File: src/rtl/alu_sub_result_stage_pkg.sv
// Shared ALU definitions: default datapath width, status-flag bit positions,
// result-queue occupancy encoding and the buffered result entry layout.
package alu_sub_result_stage_pkg;

  localparam int ALU_WIDTH = 32;

  localparam int FLAG_Z    = 0;
  localparam int FLAG_N    = 1;
  localparam int FLAG_C    = 2;
  localparam int FLAG_V    = 3;
  localparam int NUM_FLAGS = 4;

  typedef enum logic [1:0] {
    EMPTY = 2'd0,
    ONE   = 2'd1,
    FULL  = 2'd2
  } occ_e;

  typedef struct packed {
    logic [ALU_WIDTH-1:0] result;
    logic [NUM_FLAGS-1:0] flags;
  } alu_entry_t;

endpackage

File: src/rtl/alu_sub_result_stage_sub.sv
// Combinational SUB unit of the ALU: wrapping difference a - b.
module alu_sub_result_stage_sub
  import alu_sub_result_stage_pkg::*;
#(
  parameter int WIDTH = ALU_WIDTH
) (
  input  logic [WIDTH-1:0] a_i,
  input  logic [WIDTH-1:0] b_i,
  output logic [WIDTH-1:0] diff_o
);

  assign diff_o = a_i - b_i;

endmodule

File: src/rtl/alu_sub_result_stage.sv
// Registered result stage behind the SUB unit: 2-entry in-order queue of
// {difference, Z/N/C/V} with valid/ready on both sides and a registered in_ready.
module alu_sub_result_stage
  import alu_sub_result_stage_pkg::*;
#(
  parameter int WIDTH = ALU_WIDTH,
  parameter int CNT_W = 16
) (
  input  logic             clk,
  input  logic             rst_n,
  input  logic             in_valid,
  output logic             in_ready,
  input  logic [WIDTH-1:0] in1,
  input  logic [WIDTH-1:0] in2,
  output logic             out_valid,
  input  logic             out_ready,
  output logic [WIDTH-1:0] Out,
  output logic             flag_z,
  output logic             flag_n,
  output logic             flag_c,
  output logic             flag_v,
  output logic [CNT_W-1:0] op_count
);

  occ_e             state_q, state_d;
  alu_entry_t       head_q, head_d;
  alu_entry_t       tail_q, tail_d;
  alu_entry_t       new_entry;
  logic             in_ready_q, in_ready_d;
  logic [CNT_W-1:0] op_count_q, op_count_d;
  logic [WIDTH-1:0] diff;
  logic             push, pop;

  alu_sub_result_stage_sub #(.WIDTH(WIDTH)) u_sub (
    .a_i   (in1),
    .b_i   (in2),
    .diff_o(diff)
  );

  // Borrow is the unsigned compare; overflow means operands differ in sign
  // and the result sign disagrees with the minuend.
  function automatic logic [NUM_FLAGS-1:0] sub_flags(input logic [WIDTH-1:0] a,
                                                      input logic [WIDTH-1:0] b,
                                                      input logic [WIDTH-1:0] res);
    logic [NUM_FLAGS-1:0] f;
    f         = '0;
    f[FLAG_Z] = (res == '0);
    f[FLAG_N] = res[WIDTH-1];
    f[FLAG_C] = (a < b);
    f[FLAG_V] = (a[WIDTH-1] != b[WIDTH-1]) && (res[WIDTH-1] != a[WIDTH-1]);
    return f;
  endfunction

  assign new_entry = '{result: diff, flags: sub_flags(in1, in2, diff)};

  assign out_valid = (state_q != EMPTY);
  assign push      = in_valid && in_ready_q;
  assign pop       = out_valid && out_ready;

  always_comb begin
    state_d = state_q;
    head_d  = head_q;
    tail_d  = tail_q;
    unique case (state_q)
      EMPTY: begin
        if (push) begin
          state_d = ONE;
          head_d  = new_entry;
        end
      end
      ONE: begin
        if (push && pop) begin
          head_d = new_entry;
        end else if (push) begin
          state_d = FULL;
          tail_d  = new_entry;
        end else if (pop) begin
          state_d = EMPTY;
        end
      end
      FULL: begin
        if (pop) begin
          state_d = ONE;
          head_d  = tail_q;
        end
      end
      default: state_d = EMPTY;
    endcase
    // Ready is decided from next occupancy so it is a flop, never a comb path.
    in_ready_d = (state_d != FULL);
    op_count_d = op_count_q + {{(CNT_W-1){1'b0}}, pop};
  end

  always_ff @(posedge clk or negedge rst_n) begin
    if (!rst_n) begin
      state_q    <= EMPTY;
      head_q     <= '0;
      tail_q     <= '0;
      in_ready_q <= 1'b1;
      op_count_q <= '0;
    end else begin
      state_q    <= state_d;
      head_q     <= head_d;
      tail_q     <= tail_d;
      in_ready_q <= in_ready_d;
      op_count_q <= op_count_d;
    end
  end

  assign in_ready = in_ready_q;
  assign Out      = head_q.result;
  assign flag_z   = head_q.flags[FLAG_Z];
  assign flag_n   = head_q.flags[FLAG_N];
  assign flag_c   = head_q.flags[FLAG_C];
  assign flag_v   = head_q.flags[FLAG_V];
  assign op_count = op_count_q;

endmodule
File: config.mk
export PLATFORM = sky130hd
export DESIGN_NAME = alu_sub_result_stage
export DESIGN_NICKNAME = d
export VERILOG_FILES = /design/src/rtl/alu_sub_result_stage_pkg.sv /design/src/rtl/alu_sub_result_stage_sub.sv /design/src/rtl/alu_sub_result_stage.sv
export SDC_FILE = /design/constraint.sdc
export NUM_CORES = 1
export LEC_CHECK = 0
export BUFFER_PORTS_ARGS = -buffer_cell sky130_fd_sc_hd__buf_4
export CORE_MARGIN = 4
export CORE_UTILIZATION = 45
export DETAILED_ROUTE_END_ITERATION = 8
export MAX_ROUTING_LAYER = met4
export PLACE_DENSITY = 0.77
export SYNTH_ARGS = -nofsm -noshare
export SYNTH_HDL_FRONTEND = slang
export SYNTH_HIERARCHICAL = 1
export SYNTH_SLANG_ARGS = --single-unit
export TNS_END_PERCENT = 30
File: constraint.sdc
create_clock -name clk -period 4.8 [get_ports clk]
set_clock_uncertainty 0.05 [all_clocks]
set_input_delay 0.48 -clock clk [delete_from_list [all_inputs] [get_ports clk]]
set_output_delay 0.48 -clock clk [all_outputs]
set_load 0.01 [all_outputs]
======== Word-level counts from Yosys, hierarchy flattened ========
Index checks and enable logic that the tools add are counted.
storage, ports and cells
  flip-flop bits (word level) ............. 91
  output and inout port bits .............. 54
  logic and storage cells ................. 39
cells by class
  $add $sub $neg .......................... 2
  magnitude comparators ................... 1
  equal/unequal tests ..................... 8
  mux-type cells .......................... 10
  bitwise gates (word level) .............. 1
  reductions and logical operators ........ 10
operator list
  kind                                           count
  2-to-1 mux 36 bit                              3
  one-hot mux 36 bit (3 select lines)            1
  logical NOT 32 bit                             1
  less-than comparator 32 bit                    1
  subtractor 32 bit                              1
  adder 16 x 1 -> 16 bit                         1
  2-to-1 mux 2 bit                               5
  != test 2 bit, second input constant           4
  one-hot mux 2 bit (3 select lines)             1
  logical AND 1 bit                              4
  AND reduction 4 bit                            1
  AND reduction 3 bit                            1
  nonzero test 3 bit                             1
  == test 2 x 1 -> 1 bit, second input constant  1
  == test 2 bit, second input constant           1
  logical NOT 2 bit                              1
  != test 1 bit                                  2
  nonzero test 2 bit                             1
  NOT 1 bit                                      1

======== Logic depth before layout (Yosys ltp) ========
  depth in word-level cells ............... 7
  gate-level depth with buffers ........... 15
  depth with buffers taken out ............ 15

======== Cells and area by module ========
The synthesis kept the hierarchy.
modules (own cells, without submodules)
  module                    times used  cells an instance  area each (µm²)
  alu_sub_result_stage      1           462                4548.1
  alu_sub_result_stage_sub  1           279                1839.3

======== Worst setup path before layout ========
Ideal clock, no wire load.
  kind .................................... input port to flip-flop
  from .................................... in in2[11]
  to ...................................... reg head_q (netlist bit flag_z)
  data arrival time ....................... 2.957 ns
  required time ........................... 4.673 ns
  setup slack ............................. 1.716 ns
  stages .................................. 14
  cells stage by stage .................... inv_1 ha_1 a21o_1 a21o_1 a221o_1 a31o_4 a2111oi_4 o31ai_2 xor2_1 nor4_1 nand4_1 nor3_1 a21oi_1 a21oi_1
on the way
  word-level cells in the longest chain between the ends .. 4
ends and longest elaborated chain
  item                                         line                                                    text
  start: declaration                           alu_sub_result_stage.sv:14                              input logic [WIDTH-1:0] in2,
  subtractor 32 bit (*)                        alu_sub_result_stage_sub.sv:12                          assign diff_o = a_i - b_i;
  net diff[28]                                 alu_sub_result_stage.sv:31                              logic [WIDTH-1:0] diff;
  logical NOT 32 bit (*)                       alu_sub_result_stage.sv:47                              f[FLAG_Z] = (res == '0);
  2-to-1 mux 36 bit, on equally long branches  alu_sub_result_stage.sv:72, alu_sub_result_stage.sv:66
  one-hot mux 36 bit (3 select lines) (*)      alu_sub_result_stage.sv:64                              unique case (state_q)
  end signal: assignment                       alu_sub_result_stage.sv:97                              head_q <= '0;
  end signal: assignment                       alu_sub_result_stage.sv:103                             head_q <= head_d;
  end: declaration                             alu_sub_result_stage.sv:26                              alu_entry_t head_q, head_d;
Mark *: on every way through the listed nets, which the timed path passes. The rest lies on a longest branch. The select of a mux whose other input is x is not followed.
A chain may end at the register's enable or synchronous reset.

======== Worst setup path after layout ========
  from .................................... in in1[0]
  to ...................................... reg head_q (netlist bit flag_z)
on the way
  word-level cells in the longest chain between the ends .. 4
ends and longest elaborated chain
  item                                         line                                                    text
  start: declaration                           alu_sub_result_stage.sv:13                              input logic [WIDTH-1:0] in1,
  subtractor 32 bit (*)                        alu_sub_result_stage_sub.sv:12
  net diff[30]                                 alu_sub_result_stage.sv:31
  logical NOT 32 bit (*)                       alu_sub_result_stage.sv:47
  2-to-1 mux 36 bit, on equally long branches  alu_sub_result_stage.sv:72, alu_sub_result_stage.sv:66
  one-hot mux 36 bit (3 select lines) (*)      alu_sub_result_stage.sv:64
Marked as above.

==> impl_metrics.ini <==
[sta]
tns_ps = 0
tightest_slew_ps = 915.6
finalWorstSetupSlack_ps = 1480
relSlewSlack_pct = 38.73
hold_viol = 0
fmax_mhz = 301.2
rsz0062_at_grt = no
period_share_pct = 69.17
slew_violations = 0
min_period_ps = 3320
setup_viol = 0

[synth]
synthFlopType = dfrtp_1
syn-num-nets = 874
synth_edf_count = 0
netlist_area_sq_um = 6387
netlist_instances = 741
syn_area_per_cell_sq_um = 8.620
ys_warn_count = 6
synthArstFlopShare_pct = 100.0
synth_seq_area_share_pct = 34.89
synth-seq-cells = 89
ys_types = 57

[die]
dieArea_sq_um = 16160
die_h_microns = 127.1
chipWidth_microns = 127.1
io_pins = 122
start_util_pct = 46.02
num_rows = 43
design.core.area_sq_um = 13880

[global_route]
overflow = 0
antenna_found_initial = 0
grt_first_pass_wirelength_mm = 25.96
grtUsageTotal_pct = 20.02
grt_pass1_vias = 5342
grt_max_degree = 62

[status]
status = finished clean

[critical_path]
worstPathRequired_ps = 5010
cp.arrival_ps = 3530
cp-end-kind = flop
crit_path_start_kind = input port
cp_common_cell = a21oi_1
cp_slowest_cell = fa_1
cp_top_family = simple AND/OR/NAND/NOR gates
crit_type = input port to flop
path_buf_inv = 2
crit_chain = buf_4 -> inv_1 -> ha_1 -> fa_1 -> nor2b_1 -> o2111ai_1 -> nand2_1 -> a31o_4 -> a21oi_2 -> o311ai_1 -> xor2_1 -> nor4_1 -> nand4_1 -> nor3_1 -> a21oi_1 -> a21oi_1
max_stage_delay_ps = 400
crit_fanout = 3

[clock_network]
htree_levels = 3
cts_resized = 0
clk_path_buf_depth = 2
cts_setup_buffers = 0
clockRootBuffer = clkbuf_16
clk_pin_slew_worst_paths_ps = 60
cts_tree = built
cts.sinks = 89
cts_buffers = 9
cts_hold_buffers = 0
clkLatencyLatePin_ps = 330

[layout]
syn_to_final_growth_pct = 21.04
final_nets = 983
diodes = 0
layout-drive-gt1-share_pct = 22.11

[route]
wl_per_cell_microns = 15.02
finalWirelength_mm = 15.54
drc_errors = 0
drt-initial-drc-count = 319
ant_nets = 0
vias = 5601
drtPass1Iterations = 4
via_per_inst = 5.412

[placed_design]
dp_slack_ps = 1187
gp_congestion = 0.9055
io_buffers = 121
hpwl_mm = 12.34

[power]
powerDensity_nw_per_um2 = 436.3
p_leak_uw = 0.003807
ir_drop_mv = 0.1809

[hold_path]
hold_path_class = input port to asynchronous set/reset pin

[job]
drv_cap = 0
[final cells by class]
| cell class | instances | area (sq um) |
|---|---|---|
| Clock buffer | 11 | 242.7 |
| Multi-Input combinational cell | 549 | 3770 |
| Sequential cell | 89 | 2228 |
| Timing Repair Buffer | 125 | 938.4 |
| Fill cell | 1271 | 6150 |
| Inverter | 76 | 285.3 |
| Clock inverter | 5 | 41.29 |
| Tap cell | 180 | 225.2 |
[sequential cells by signal, indices dropped and copies added, names as in the netlist]
signal,flops
tail_q,35
Out,31
op_count,16
state_q,2
flag_c,1
flag_n,1
flag_v,1
flag_z,1
in_ready,1
[synth_stat cells, drive strengths merged, types with 8 or more instances]
master / count / area share, %
nand3: 8 / 0.63
nor4: 9 / 0.88
mux2: 33 / 5.8
buf: 14 / 1.1
dfrtp: 88 / 34
xnor2: 28 / 3.8
nand4: 19 / 1.9
a31oi: 35 / 3.4
ha: 64 / 13
a21oi: 41 / 3.3
a21o: 18 / 2.1
nor2: 66 / 3.9
nand2: 114 / 6.7
xor2: 14 / 1.9
clkbuf: 13 / 0.76
inv: 76 / 4.5
o21ai: 25 / 2.0
[path summary, 6_finish.rpt]
path,slack [ps],from,end,cells after the start
max,1480,in1[0],flag_z$_DFFE_PN0P_,16
min,10,rst_n,Out[4]$_DFFE_PN0P_,1
max reg2reg,2320,in_ready$_DFF_PN1_,flag_c$_DFFE_PN0P_,6
min reg2reg,430,op_count[15]$_DFF_PN0_,op_count[15]$_DFF_PN0_,1
max in group asynchronous,3580,rst_n,Out[26]$_DFFE_PN0P_,2
min in group clk,350,out_ready,in_ready$_DFF_PN1_,3
[kinds of logic (layout without fill, tap and decap cells)]
logic type               after synthesis  after routing  share of synthesized area, %
AND/OR/NAND/NOR                      247            247                         16.96
AO/OA/AOI/OAI                        162            162                         17.36
buffers and inverters                103            217                         6.366
flip-flops                            89             89                         34.89
adder cells (fa/ha/maj)               65             65                         12.85
XOR/XNOR                              42             42                         5.759
multiplexers                          33             33                         5.818
[layer usage]
metal  up-vias  wire (microns)  GRT usage [%]
met5         -               0              -
met4         0             222          4.353
met3        18             752          2.258
met2       171            7492          33.41
met1      2620            7075          26.49
li1       2792               -              -
[layout by cell type, fill, tap and decap left out, types with 14 or more instances in the layout]
| master | count |
|---|---|
| dfrtp_1 | 88 |
| buf_4 | 125 |
| xnor2_1 | 28 |
| a21o_1 | 18 |
| a21oi_1 | 39 |
| ha_1 | 64 |
| nor2_1 | 65 |
| xor2_1 | 14 |
| o21ai_0 | 20 |
| nand2_1 | 114 |
| mux2_2 | 33 |
| inv_1 | 75 |
| a31oi_1 | 35 |
| nand4_1 | 19 |
[report_power, final]
part	switching [uW]	leakage, uW	internal, uW
Sequential	212	0.00106	1080
Clock	289	0.000132	368
Combinational	744	0.00262	682
Total	1240	0.00381	2130
[metrics by stage]
step	utilization [%]	instance area, sq um	power [uW]	instances	hold WS (ps)
finish	55.70	7731	3373	1035	13.91
detailed placement	53.65	7447	2744	1019	375.8
floorplan	-	6387	2139	741	134.4
global route	55.70	7731	3614	1035	43.35
CTS	55.70	7731	3400	1035	25.74
global placement	53.65	7447	2696	1019	379.4
No activity file was read; power rests on OpenSTA's default activity.
